`src/rtl/connect4_pkg.sv`:
```
// Shared types and constants for the connect4 match controller.
package connect4_pkg;

    typedef enum logic [1:0] {
        WAIT_REQ = 2'd0,
        ISSUE    = 2'd1,
        WAIT_RE  = 2'd2,
        RESP     = 2'd3
    } state_t;

    localparam int COL_W  = 3;
    localparam int MOVE_W = 6;

    // A 7x6 board holds at most 42 discs.
    localparam logic [MOVE_W-1:0] MAX_MOVES = 6'd42;

endpackage

```
`src/rtl/connect4_match_ctrl_if.sv`:
```
// Handshake buses between players, match controller and connect4 engine.
interface connect4_match_ctrl_if;
    import connect4_pkg::*;

    logic             p0_req_valid;
    logic             p0_req_ready;
    logic [COL_W-1:0] p0_req_col;
    logic             p1_req_valid;
    logic             p1_req_ready;
    logic [COL_W-1:0] p1_req_col;

    logic             eng_op_valid;
    logic             eng_op_ready;
    logic             eng_op_player_id;
    logic [COL_W-1:0] eng_op_col_id;

    logic             eng_re_valid;
    logic             eng_re_ready;
    logic             eng_re_err;
    logic             eng_re_is_finished;
    logic             eng_re_winner;
    logic             eng_re_tie;

    logic             rsp_valid;
    logic             rsp_ready;
    logic             rsp_player;
    logic             rsp_err;
    logic             rsp_finished;
    logic             rsp_winner;
    logic             rsp_tie;

    // master is the match controller, slave is the surrounding players/engine
    modport master (
        input  p0_req_valid, p0_req_col, p1_req_valid, p1_req_col,
        output p0_req_ready, p1_req_ready,
        output eng_op_valid, eng_op_player_id, eng_op_col_id,
        input  eng_op_ready,
        input  eng_re_valid, eng_re_err, eng_re_is_finished, eng_re_winner, eng_re_tie,
        output eng_re_ready,
        output rsp_valid, rsp_player, rsp_err, rsp_finished, rsp_winner, rsp_tie,
        input  rsp_ready
    );

    modport slave (
        output p0_req_valid, p0_req_col, p1_req_valid, p1_req_col,
        input  p0_req_ready, p1_req_ready,
        input  eng_op_valid, eng_op_player_id, eng_op_col_id,
        output eng_op_ready,
        output eng_re_valid, eng_re_err, eng_re_is_finished, eng_re_winner, eng_re_tie,
        input  eng_re_ready,
        input  rsp_valid, rsp_player, rsp_err, rsp_finished, rsp_winner, rsp_tie,
        output rsp_ready
    );

endinterface

```
`src/rtl/connect4_sat_cnt.sv`:
```
// Saturating up-counter with synchronous clear.
module connect4_sat_cnt #(
    parameter int WIDTH = 8
) (
    input  logic             clk,
    input  logic             clr,
    input  logic             inc,
    output logic [WIDTH-1:0] cnt
);

    always_ff @(posedge clk) begin
        if (clr) begin
            cnt <= '0;
        end else if (inc && (cnt != {WIDTH{1'b1}})) begin
            cnt <= cnt + WIDTH'(1);
        end
    end

endmodule

```
`src/rtl/connect4_match_ctrl.sv`:
```
// Match controller: arbitrates player turns, forwards moves to the engine,
// returns results and keeps score across games.
module connect4_match_ctrl
    import connect4_pkg::*;
#(
    parameter int SCORE_W = 8
) (
    input  logic               clk,
    input  logic               rst,
    connect4_match_ctrl_if.master bus,
    output logic               turn,
    output logic               starter,
    output logic [MOVE_W-1:0]  move_cnt,
    output logic [SCORE_W-1:0] win0_cnt,
    output logic [SCORE_W-1:0] win1_cnt,
    output logic [SCORE_W-1:0] tie_cnt
);

    state_t           state;
    logic             p0_rdy;
    logic             p1_rdy;
    logic             op_vld;
    logic             re_rdy;
    logic             rsp_vld;
    logic             op_player;
    logic [COL_W-1:0] op_col;
    logic             res_err;
    logic             res_fin;
    logic             res_win;
    logic             res_tie;

    logic             rsp_fire;
    logic             move_ok;
    logic             game_done;
    logic             win0_inc;
    logic             win1_inc;
    logic             tie_inc;
    logic             turn_nxt;

    assign bus.p0_req_ready     = p0_rdy;
    assign bus.p1_req_ready     = p1_rdy;
    assign bus.eng_op_valid     = op_vld;
    assign bus.eng_op_player_id = op_player;
    assign bus.eng_op_col_id    = op_col;
    assign bus.eng_re_ready     = re_rdy;
    assign bus.rsp_valid        = rsp_vld;
    assign bus.rsp_player       = op_player;
    assign bus.rsp_err          = res_err;
    assign bus.rsp_finished     = res_fin;
    assign bus.rsp_winner       = res_win;
    assign bus.rsp_tie          = res_tie;

    // Score bookkeeping is qualified by the response handshake only.
    always_comb begin
        rsp_fire  = rsp_vld & bus.rsp_ready;
        move_ok   = rsp_fire & ~res_err;
        game_done = move_ok & res_fin;
        tie_inc   = game_done & res_tie;
        win1_inc  = game_done & ~res_tie & res_win;
        win0_inc  = game_done & ~res_tie & ~res_win;
        turn_nxt  = turn;
        if (game_done) begin
            turn_nxt = ~starter;
        end else if (move_ok) begin
            turn_nxt = ~turn;
        end
    end

    always_ff @(posedge clk) begin
        if (rst) begin
            state     <= WAIT_REQ;
            p0_rdy    <= 1'b1;
            p1_rdy    <= 1'b0;
            op_vld    <= 1'b0;
            re_rdy    <= 1'b0;
            rsp_vld   <= 1'b0;
            op_player <= 1'b0;
            op_col    <= '0;
            res_err   <= 1'b0;
            res_fin   <= 1'b0;
            res_win   <= 1'b0;
            res_tie   <= 1'b0;
            turn      <= 1'b0;
            starter   <= 1'b0;
            move_cnt  <= '0;
        end else begin
            case (state)
                WAIT_REQ: begin
                    // ready is only ever high for the player on turn
                    if (p0_rdy && bus.p0_req_valid) begin
                        op_player <= 1'b0;
                        op_col    <= bus.p0_req_col;
                        p0_rdy    <= 1'b0;
                        op_vld    <= 1'b1;
                        state     <= ISSUE;
                    end else if (p1_rdy && bus.p1_req_valid) begin
                        op_player <= 1'b1;
                        op_col    <= bus.p1_req_col;
                        p1_rdy    <= 1'b0;
                        op_vld    <= 1'b1;
                        state     <= ISSUE;
                    end
                end
                ISSUE: begin
                    if (bus.eng_op_ready) begin
                        op_vld <= 1'b0;
                        re_rdy <= 1'b1;
                        state  <= WAIT_RE;
                    end
                end
                WAIT_RE: begin
                    if (bus.eng_re_valid) begin
                        res_err <= bus.eng_re_err;
                        res_fin <= bus.eng_re_is_finished;
                        res_win <= bus.eng_re_winner;
                        res_tie <= bus.eng_re_tie;
                        re_rdy  <= 1'b0;
                        rsp_vld <= 1'b1;
                        state   <= RESP;
                    end
                end
                RESP: begin
                    if (bus.rsp_ready) begin
                        rsp_vld <= 1'b0;
                        turn    <= turn_nxt;
                        p0_rdy  <= ~turn_nxt;
                        p1_rdy  <= turn_nxt;
                        state   <= WAIT_REQ;
                        if (game_done) begin
                            move_cnt <= '0;
                            starter  <= ~starter;
                        end else if (move_ok && (move_cnt != MAX_MOVES)) begin
                            move_cnt <= move_cnt + MOVE_W'(1);
                        end
                    end
                end
                default: state <= WAIT_REQ;
            endcase
        end
    end

    connect4_sat_cnt #(.WIDTH(SCORE_W)) u_win0_cnt (
        .clk (clk),
        .clr (rst),
        .inc (win0_inc),
        .cnt (win0_cnt)
    );

    connect4_sat_cnt #(.WIDTH(SCORE_W)) u_win1_cnt (
        .clk (clk),
        .clr (rst),
        .inc (win1_inc),
        .cnt (win1_cnt)
    );

    connect4_sat_cnt #(.WIDTH(SCORE_W)) u_tie_cnt (
        .clk (clk),
        .clr (rst),
        .inc (tie_inc),
        .cnt (tie_cnt)
    );

endmodule

```
`src/flat_wrapper.sv`:
```
// flat-port wrapper written by rule: the top's interface ports become plain ports
module connect4_match_ctrl_flat import connect4_pkg::*;
#(
    parameter int SCORE_W = 8
)
  (clk, rst, turn, starter, move_cnt, win0_cnt, win1_cnt, tie_cnt, bus_p0_req_valid, bus_p0_req_col, bus_p1_req_valid, bus_p1_req_col, bus_p0_req_ready, bus_p1_req_ready, bus_eng_op_valid, bus_eng_op_player_id, bus_eng_op_col_id, bus_eng_op_ready, bus_eng_re_valid, bus_eng_re_err, bus_eng_re_is_finished, bus_eng_re_winner, bus_eng_re_tie, bus_eng_re_ready, bus_rsp_valid, bus_rsp_player, bus_rsp_err, bus_rsp_finished, bus_rsp_winner, bus_rsp_tie, bus_rsp_ready);
  connect4_match_ctrl_if bus_i ();
  input  logic clk;
  input  logic rst;
  output logic turn;
  output logic starter;
  output logic [MOVE_W-1:0] move_cnt;
  output logic [SCORE_W-1:0] win0_cnt;
  output logic [SCORE_W-1:0] win1_cnt;
  output logic [SCORE_W-1:0] tie_cnt;
  input wire logic [$bits(bus_i.p0_req_valid)-1:0] bus_p0_req_valid;
  input wire logic [$bits(bus_i.p0_req_col)-1:0] bus_p0_req_col;
  input wire logic [$bits(bus_i.p1_req_valid)-1:0] bus_p1_req_valid;
  input wire logic [$bits(bus_i.p1_req_col)-1:0] bus_p1_req_col;
  output wire logic [$bits(bus_i.p0_req_ready)-1:0] bus_p0_req_ready;
  output wire logic [$bits(bus_i.p1_req_ready)-1:0] bus_p1_req_ready;
  output wire logic [$bits(bus_i.eng_op_valid)-1:0] bus_eng_op_valid;
  output wire logic [$bits(bus_i.eng_op_player_id)-1:0] bus_eng_op_player_id;
  output wire logic [$bits(bus_i.eng_op_col_id)-1:0] bus_eng_op_col_id;
  input wire logic [$bits(bus_i.eng_op_ready)-1:0] bus_eng_op_ready;
  input wire logic [$bits(bus_i.eng_re_valid)-1:0] bus_eng_re_valid;
  input wire logic [$bits(bus_i.eng_re_err)-1:0] bus_eng_re_err;
  input wire logic [$bits(bus_i.eng_re_is_finished)-1:0] bus_eng_re_is_finished;
  input wire logic [$bits(bus_i.eng_re_winner)-1:0] bus_eng_re_winner;
  input wire logic [$bits(bus_i.eng_re_tie)-1:0] bus_eng_re_tie;
  output wire logic [$bits(bus_i.eng_re_ready)-1:0] bus_eng_re_ready;
  output wire logic [$bits(bus_i.rsp_valid)-1:0] bus_rsp_valid;
  output wire logic [$bits(bus_i.rsp_player)-1:0] bus_rsp_player;
  output wire logic [$bits(bus_i.rsp_err)-1:0] bus_rsp_err;
  output wire logic [$bits(bus_i.rsp_finished)-1:0] bus_rsp_finished;
  output wire logic [$bits(bus_i.rsp_winner)-1:0] bus_rsp_winner;
  output wire logic [$bits(bus_i.rsp_tie)-1:0] bus_rsp_tie;
  input wire logic [$bits(bus_i.rsp_ready)-1:0] bus_rsp_ready;
  assign bus_i.p0_req_valid = bus_p0_req_valid;
  assign bus_i.p0_req_col = bus_p0_req_col;
  assign bus_i.p1_req_valid = bus_p1_req_valid;
  assign bus_i.p1_req_col = bus_p1_req_col;
  assign bus_p0_req_ready = bus_i.p0_req_ready;
  assign bus_p1_req_ready = bus_i.p1_req_ready;
  assign bus_eng_op_valid = bus_i.eng_op_valid;
  assign bus_eng_op_player_id = bus_i.eng_op_player_id;
  assign bus_eng_op_col_id = bus_i.eng_op_col_id;
  assign bus_i.eng_op_ready = bus_eng_op_ready;
  assign bus_i.eng_re_valid = bus_eng_re_valid;
  assign bus_i.eng_re_err = bus_eng_re_err;
  assign bus_i.eng_re_is_finished = bus_eng_re_is_finished;
  assign bus_i.eng_re_winner = bus_eng_re_winner;
  assign bus_i.eng_re_tie = bus_eng_re_tie;
  assign bus_eng_re_ready = bus_i.eng_re_ready;
  assign bus_rsp_valid = bus_i.rsp_valid;
  assign bus_rsp_player = bus_i.rsp_player;
  assign bus_rsp_err = bus_i.rsp_err;
  assign bus_rsp_finished = bus_i.rsp_finished;
  assign bus_rsp_winner = bus_i.rsp_winner;
  assign bus_rsp_tie = bus_i.rsp_tie;
  assign bus_i.rsp_ready = bus_rsp_ready;
  connect4_match_ctrl #(.SCORE_W(SCORE_W)) u_core (.clk(clk), .rst(rst), .bus(bus_i), .turn(turn), .starter(starter), .move_cnt(move_cnt), .win0_cnt(win0_cnt), .win1_cnt(win1_cnt), .tie_cnt(tie_cnt));
endmodule
```
`config.mk`:
```
export PLATFORM = sky130hd
export DESIGN_NAME = connect4_match_ctrl_flat
export DESIGN_NICKNAME = d
export VERILOG_FILES = /design/src/rtl/connect4_pkg.sv /design/src/rtl/connect4_match_ctrl_if.sv /design/src/rtl/connect4_sat_cnt.sv /design/src/rtl/connect4_match_ctrl.sv /design/src/flat_wrapper.sv
export SDC_FILE = /design/constraint.sdc
export NUM_CORES = 1
export LEC_CHECK = 0
export CAP_MARGIN = 20
export CORE_ASPECT_RATIO = 1.1
export CORE_UTILIZATION = 48
export CTS_BUF_LIST = sky130_fd_sc_hd__clkbuf_16
export CTS_CLUSTER_DIAMETER = 120
export CTS_CLUSTER_SIZE = 12
export DETAILED_ROUTE_END_ITERATION = 7
export MAX_ROUTING_LAYER = met4
export PLACE_DENSITY = 0.79
export SYNTH_ARGS = -nofsm -noshare
export SYNTH_HDL_FRONTEND = slang
export SYNTH_SLANG_ARGS = --single-unit
```
`constraint.sdc`:
```
create_clock -name clk -period 2.16 [get_ports clk]
set_input_delay 0.216 -clock clk [delete_from_list [all_inputs] [get_ports clk]]
set_output_delay 0.216 -clock clk [all_outputs]
set_load 0.02 [all_outputs]
```
# [Yosys cells after proc, flatten, opt, wreduce, memory -nomap -nowiden]
# Index checks and enable logic that the tools add are counted.
[op_classes] n_eq_ne=14 muxes=30 add_sub_neg=4 n_bitwise=13 reduce_logical=24
[op_table] op="adder 8 x 1 -> 8 bit, second input constant" n=3
[op_table] op="inequality test 8 bit, second input constant" n=3
[op_table] op="AND reduction 3 bit" n=6
[op_table] op="two-way mux 1 bit" n=15
[op_table] op="two-way mux 6 bit" n=2
[op_table] op="nonzero test 2 bit" n=6
[op_table] op="two-way mux 2 bit" n=5
[op_table] op="one-hot mux 1 bit (2 select lines)" n=5
[op_table] op="inequality test 2 bit, second input constant" n=4
[op_table] op="one-hot mux 2 bit (4 select lines)" n=1
[op_table] op="AND reduction 4 bit" n=2
[op_table] op="AND 1 bit" n=7
[op_table] op="adder 6 x 1 -> 6 bit, second input constant" n=1
[op_table] op="logical AND 1 bit" n=6
[op_table] op="two-way mux 3 bit" n=2
[op_table] op="inequality test 6 bit, second input constant" n=1
[op_table] op="NOT 1 bit" n=6
[op_table] op="AND reduction 2 bit" n=3
[op_table] op="equality test 2 bit, second input constant" n=2
[op_table] op="inequality test 2 x 1 -> 1 bit, second input constant" n=2
[op_table] op="inequality test 3 x 1 -> 1 bit, second input constant" n=1
[op_table] op="equality test 2 x 1 -> 1 bit, second input constant" n=1
[op_table] op="zero test 2 bit" n=1
[totals] input_bits=17 elab_cells=103 reg_bits=47 out_inout_bits=46

# [Longest topological paths before layout]
[depth] ltp_word=7 depth_mapped=7 mapped_depth_nobuf=6

# [Modules after synthesis]
# A second synthesis with hierarchy kept.
[unflattened] cells_unflattened=284 area_unflattened_um2=2513.7
[by_module_without_submodules] mod="connect4_sat_cnt" seq_area_each_um2=160.2 cells_each=46 n_inst=3 area_per_inst_um2=430.4
[by_module_without_submodules] mod="connect4_match_ctrl" seq_area_each_um2=460.4 cells_each=146 n_inst=1 area_per_inst_um2=1222.4

# [Least setup slack after synthesis]
# OpenSTA, ideal clock, no wires.
[synth_timing] kind="register to register" start="register u_core.state[0]" end="register u_core.state[1]" path_buffers=1 arrival_ns=1.593 synth_period_minus_slack_ns=1.721 stages_incl_launch_ff=8 required_time_ns=2.032 slack_ns=0.439 setup_ns=0.128 path_cell_list="dfxtp_1 inv_1 ha_1 clkbuf_1 nor2b_1 a2111oi_2 mux2i_1 nor2_1"
[synth_between] elab_chain_cells=3 word_cells_on_any_way=10 classes_between="7 x eq/ne; 1 x mux; 2 x reduce/logical"
[synth_rtl] item="start: declaration" line_no="connect4_match_ctrl.sv:19" rtl="state_t state;"
[synth_rtl] item="start signal: assignment" line_no="connect4_match_ctrl.sv:71" rtl="state <= WAIT_REQ;"
[synth_rtl] item="start signal: assignment" line_no="connect4_match_ctrl.sv:95" rtl="state <= ISSUE;"
[synth_rtl] item="start signal: assignment" line_no="connect4_match_ctrl.sv:101" rtl="state <= ISSUE;"
[synth_rtl] item="equality test 2 bit (tied with other cells)" line_no="connect4_match_ctrl.sv:87" rtl="case (state)"
[synth_rtl] item="inequality test 2 bit (no line) or inequality test 3 x 1 -> 1 bit (tied branches)"
[synth_rtl] item="AND reduction 4 bit (no line)"
# Several ways; a longest one is shown, not always the timed one.
# A chain may end at the register's enable or synchronous reset.

# [Worst setup path in the final report]
# Ends and elaborated chain as after synthesis.

==> impl_results.html <==
<table>
<tr><th>Metric</th><th>Value</th></tr>
<tr><th colspan="2">Place</th></tr>
<tr><td>Dpl hpwl</td><td>3890 um</td></tr>
<tr><td>Port-buffer cells</td><td>62</td></tr>
<tr><td>Placer Congestion</td><td>0.838</td></tr>
<tr><th colspan="2">Worst setup path</th></tr>
<tr><td>Sum of buffers and inverters on the critical path</td><td>1</td></tr>
<tr><td>CP Capture Type</td><td>flop</td></tr>
<tr><td>CP max stage cell</td><td>sky130_fd_sc_hd__a2111oi_2</td></tr>
<tr><td>Delay of the slowest critical-path stage</td><td>0.45 ns</td></tr>
<tr><td>Worst-path fanout max</td><td>9</td></tr>
<tr><td>Arrival @ worst endpoint</td><td>2.02 ns</td></tr>
<tr><td>Cell Chain, Critical Path</td><td>inv_1, ha_1, nor2b_1, a2111oi_2, mux2i_1, nor2_1</td></tr>
<tr><td>Category of the worst setup path launch point</td><td>flop</td></tr>
<tr><td>Top delay family on crit path</td><td>compound AO/OA/AOI/OAI gates</td></tr>
<tr><td>Data required time of the worst path</td><td>2.31 ns</td></tr>
<tr><td>Class of the most critical setup path</td><td>flop to flop</td></tr>
<tr><th colspan="2">STA</th></tr>
<tr><td>Number of pins with negative max-slew slack in the final report</td><td>0</td></tr>
<tr><td>Number of hold-slack violations in the final timing report</td><td>0</td></tr>
<tr><td>Unrepaired setup endpoints after global routing</td><td>false</td></tr>
<tr><td>Clock skew</td><td>0.00312 ns</td></tr>
<tr><td>Post-route clock period utilization</td><td>86.7%</td></tr>
<tr><td>Slew margin rel.</td><td>60.1%</td></tr>
<tr><td>Tightest Pin Transition</td><td>0.595 ns</td></tr>
<tr><td>Final setup violation count</td><td>0</td></tr>
<tr><td>Highest clock frequency the design can meet</td><td>534 MHz</td></tr>
<tr><td>Setup TNS</td><td>0 ns</td></tr>
<tr><td>Fin crit period</td><td>1.87 ns</td></tr>
<tr><th colspan="2">Floorplanning</th></tr>
<tr><td>Core outline area</td><td>4720 um^2</td></tr>
<tr><td>I/O pin count</td><td>63</td></tr>
<tr><td>Initial core utilization</td><td>50.9%</td></tr>
<tr><td>Die X</td><td>69.4 um</td></tr>
<tr><td>DIE AREA</td><td>5290 um^2</td></tr>
<tr><td>Number of rows created at floorplan</td><td>26</td></tr>
<tr><td>Die Ht</td><td>76.2 um</td></tr>
<tr><th colspan="2">Cells and area</th></tr>
<tr><td>Relative area change from synthesis to final layout</td><td>34.3%</td></tr>
<tr><td>Layout cell share with drive strength beyond 1</td><td>7.21%</td></tr>
<tr><td>Layout filler cell count</td><td>388</td></tr>
<tr><td>Number of nets in the layout</td><td>359</td></tr>
<tr><td>Diode count</td><td>0</td></tr>
<tr><th colspan="2">Logic synthesis</th></tr>
<tr><td>Mean post-synth cell area</td><td>8.92 um^2</td></tr>
<tr><td>Dominant cells by area after synthesis</td><td>sky130_fd_sc_hd__dfxtp_1 (39%), sky130_fd_sc_hd__ha_1 (5.2%), sky130_fd_sc_hd__a21oi_1 (4.8%)</td></tr>
<tr><td>Number of nets in the synthesized netlist</td><td>296</td></tr>
<tr><td>Biggest area consumer among synthesized cells</td><td>sky130_fd_sc_hd__dfxtp_1</td></tr>
<tr><td>Number of flip-flops and latches in the synthesized netlist</td><td>47</td></tr>
<tr><td>Top cell type's share of synthesized area</td><td>39.2%</td></tr>
<tr><td>Sequential-to-total area share from yosys stat</td><td>39.2%</td></tr>
<tr><td>Number of instances in the synthesized netlist</td><td>269</td></tr>
<tr><td>Share of flip-flops with an asynchronous set or reset after synthesis</td><td>0%</td></tr>
<tr><td>Count of yosys warnings during synthesis</td><td>0</td></tr>
<tr><td>Number of flops mapped to enable cells by yosys</td><td>0</td></tr>
<tr><td>Distinct cells, synth</td><td>49</td></tr>
<tr><td>Prevailing post-synth register cell</td><td>sky130_fd_sc_hd__dfxtp_1</td></tr>
<tr><td>Most numerous cell types in the synthesized netlist</td><td>sky130_fd_sc_hd__dfxtp_1 (47), sky130_fd_sc_hd__nor2_1 (28), sky130_fd_sc_hd__a21oi_1 (23), sky130_fd_sc_hd__nand2_1 (20), sky130_fd_sc_hd__nand3_1 (14)</td></tr>
<tr><td>Netlist area before placement</td><td>2400 um^2</td></tr>
<tr><td>Most frequent cell after synthesis</td><td>sky130_fd_sc_hd__dfxtp_1</td></tr>
<tr><th colspan="2">Drt</th></tr>
<tr><td>Number of iterations in the first detailed-routing pass</td><td>4</td></tr>
<tr><td>Vias</td><td>2181</td></tr>
<tr><td>DRC violation count after routing</td><td>0</td></tr>
<tr><td>Antenna Nets Post-Route</td><td>0</td></tr>
<tr><td>Ratio of routed vias to standard cells</td><td>5.61</td></tr>
<tr><td>Detailed Route Iter0 Violations</td><td>107</td></tr>
<tr><td>Total length of routed wires</td><td>5430 um</td></tr>
<tr><td>WL/cell</td><td>14.0 um</td></tr>
<tr><th colspan="2">Clock network</th></tr>
<tr><td>Resize count post-CTS</td><td>0</td></tr>
<tr><td>Hold bufs inserted after CTS</td><td>0</td></tr>
<tr><td>Number of buffers added by the clock tree synthesis step</td><td>5</td></tr>
<tr><td>Buffer type at the clock tree root</td><td>sky130_fd_sc_hd__clkbuf_16</td></tr>
<tr><td>Post-CTS Setup Bufs</td><td>0</td></tr>
<tr><td>TritonCTS clock tree</td><td>built</td></tr>
<tr><td>Clock tree buffer depth</td><td>2</td></tr>
<tr><td>Number of levels in the clock H-tree</td><td>2</td></tr>
<tr><td>Clk Latency, worst-skew pair</td><td>0.28 ns</td></tr>
<tr><td>CTS sink count</td><td>47</td></tr>
<tr><td>Clock-pin slew of the registers on the worst-case setup and hold paths</td><td>0.06 ns</td></tr>
<tr><th colspan="2">Power and ir drop</th></tr>
<tr><td>Power per unit of standard cell area</td><td>783 nW/um^2</td></tr>
<tr><td>Internal cell power</td><td>1.78 mW</td></tr>
<tr><td>Worst IR drop on VDD</td><td>706 uV</td></tr>
<tr><td>Portion of total power attributed to combinational logic</td><td>25.8%</td></tr>
<tr><td>Leakage dissipation</td><td>1.12 nW</td></tr>
<tr><td>Switching power of the nets</td><td>741 uW</td></tr>
<tr><td>Register share of total power</td><td>40.5%</td></tr>
<tr><td>Net Sw Frac</td><td>29.4%</td></tr>
<tr><td>Total design power</td><td>2.52 mW</td></tr>
<tr><td>Part of the total power dissipated in the clock network</td><td>33.7%</td></tr>
<tr><th colspan="2">Global route</th></tr>
<tr><td>Overall track demand over capacity in global routing</td><td>21.9%</td></tr>
<tr><td>Largest net degree at the start of global routing</td><td>32</td></tr>
<tr><td>Initial antenna violation count</td><td>0</td></tr>
<tr><td>Leftover overflow at the end of global routing</td><td>0</td></tr>
<tr><td>Via count of the first global-routing pass</td><td>2074</td></tr>
<tr><td>First-pass GRT wire length</td><td>9300 um</td></tr>
<tr><th colspan="2">Run</th></tr>
<tr><td>MaxCap Viol Count</td><td>0</td></tr>
<tr><th colspan="2">Min path</th></tr>
<tr><td>Hold Crit Class</td><td>flop to flop</td></tr>
<tr><th colspan="2">Run status</th></tr>
<tr><td>Outcome</td><td>finished, final reports clean</td></tr>
</table>
placed cells by master (no fill, tap or decap), types with 7 or more instances in the layout:
master | netlist | routed
sky130_fd_sc_hd__clkdlybuf4s50_1 | 0 | 62
sky130_fd_sc_hd__dfxtp_1 | 47 | 47
sky130_fd_sc_hd__nor2_1 | 28 | 28
sky130_fd_sc_hd__a21oi_1 | 23 | 23
sky130_fd_sc_hd__nand2_1 | 20 | 20
sky130_fd_sc_hd__nand3_1 | 14 | 14
sky130_fd_sc_hd__o21ai_0 | 12 | 12
sky130_fd_sc_hd__or3_1 | 11 | 11
sky130_fd_sc_hd__xor2_1 | 10 | 10
sky130_fd_sc_hd__ha_1 | 10 | 10
sky130_fd_sc_hd__inv_1 | 9 | 9
sky130_fd_sc_hd__mux2i_1 | 8 | 8
sky130_fd_sc_hd__nand4_1 | 7 | 7
metrics by stage:
| step | cell area [um^2] | hold WS [ns] | cells | util, % | worst slack (ns) |
|---|---|---|---|---|---|
| after floorplan | 2400 | 0.333 | 269 | - | 0.439 |
| after global placement | 3060 | 0.489 | 381 | 64.9 | 0.212 |
| after detailed placement | 3060 | 0.496 | 381 | 64.9 | 0.174 |
| after CTS | 3220 | 0.505 | 389 | 68.3 | 0.270 |
| after global routing | 3220 | 0.513 | 389 | 68.3 | 0.179 |
| final | 3220 | 0.498 | 389 | 68.3 | 0.287 |
metal layers:
metal	vias up	global-route usage (%)	wire (um)
met5	-	-	0
met4	0	7.14	61
met3	7	3.44	172
met2	39	38.9	2740
met1	1030	25.0	2450
li1	1105	-	-
kinds of logic after synthesis:
kind of cell | after synthesis | synth area share (%)
and+or+nand+nor | 109 | 24.0
AOI/OAI and AO/OA | 63 | 18.9
DFF | 47 | 39.2
buffers and inverters | 20 | 4.80
xor gates and xnor gates | 11 | 4.01
adders and majority gates | 10 | 5.21
muxes | 9 | 3.81
worst min-delay path: stages, from the launching register on:
cell and delay [ns]:
sky130_fd_sc_hd__dfxtp_1 0.31, sky130_fd_sc_hd__nor2_1 0.09, sky130_fd_sc_hd__a311oi_1 0.05
path summary, 6_finish.rpt:
check	start	end	slack (ns)	cells after the start
worst min-delay path	u_core.bus.eng_op_col_id[1]	u_core.bus.eng_op_col_id[1]	0.50	2
worst min register to register	u_core.bus.eng_op_col_id[1]	u_core.bus.eng_op_col_id[1]	0.50	2
worst max register to register	u_core.state[0]	u_core.state[1]	0.29	6
worst max-delay path	u_core.state[0]	u_core.state[1]	0.29	6
power groups by stage:
stage	clock network, mW	registers, mW	logic (mW)
finish	0.850	1.02	0.652
global route	0.905	1.03	0.707
CTS	0.857	1.02	0.653
detailed placement	0	1.04	0.651
global placement	0	1.04	0.630
floorplan	0	1.09	0.363
layout make-up:
class	instances	area, um^2	share of cell area [%]
timing repair buffer	67	671	20.8
clock buffer	5	125	3.88
inverter	9	33.8	1.05
multi-input combinational	202	1340	41.7
tap	56	70.1	2.17
clock inverter	3	38.8	1.20
sequential	47	941	29.2
flip-flops by register name, summed over array words and instances (netlist names), 2 cells and up:
name	flops
u_core.state	2
u_core.bus.eng_op_col_id	3
u_core.u_tie_cnt.cnt	8
u_core.u_win1_cnt.cnt	8
u_core.u_win0_cnt.cnt	8
u_core.move_cnt	6
Power figures use the tool's default switching activity.
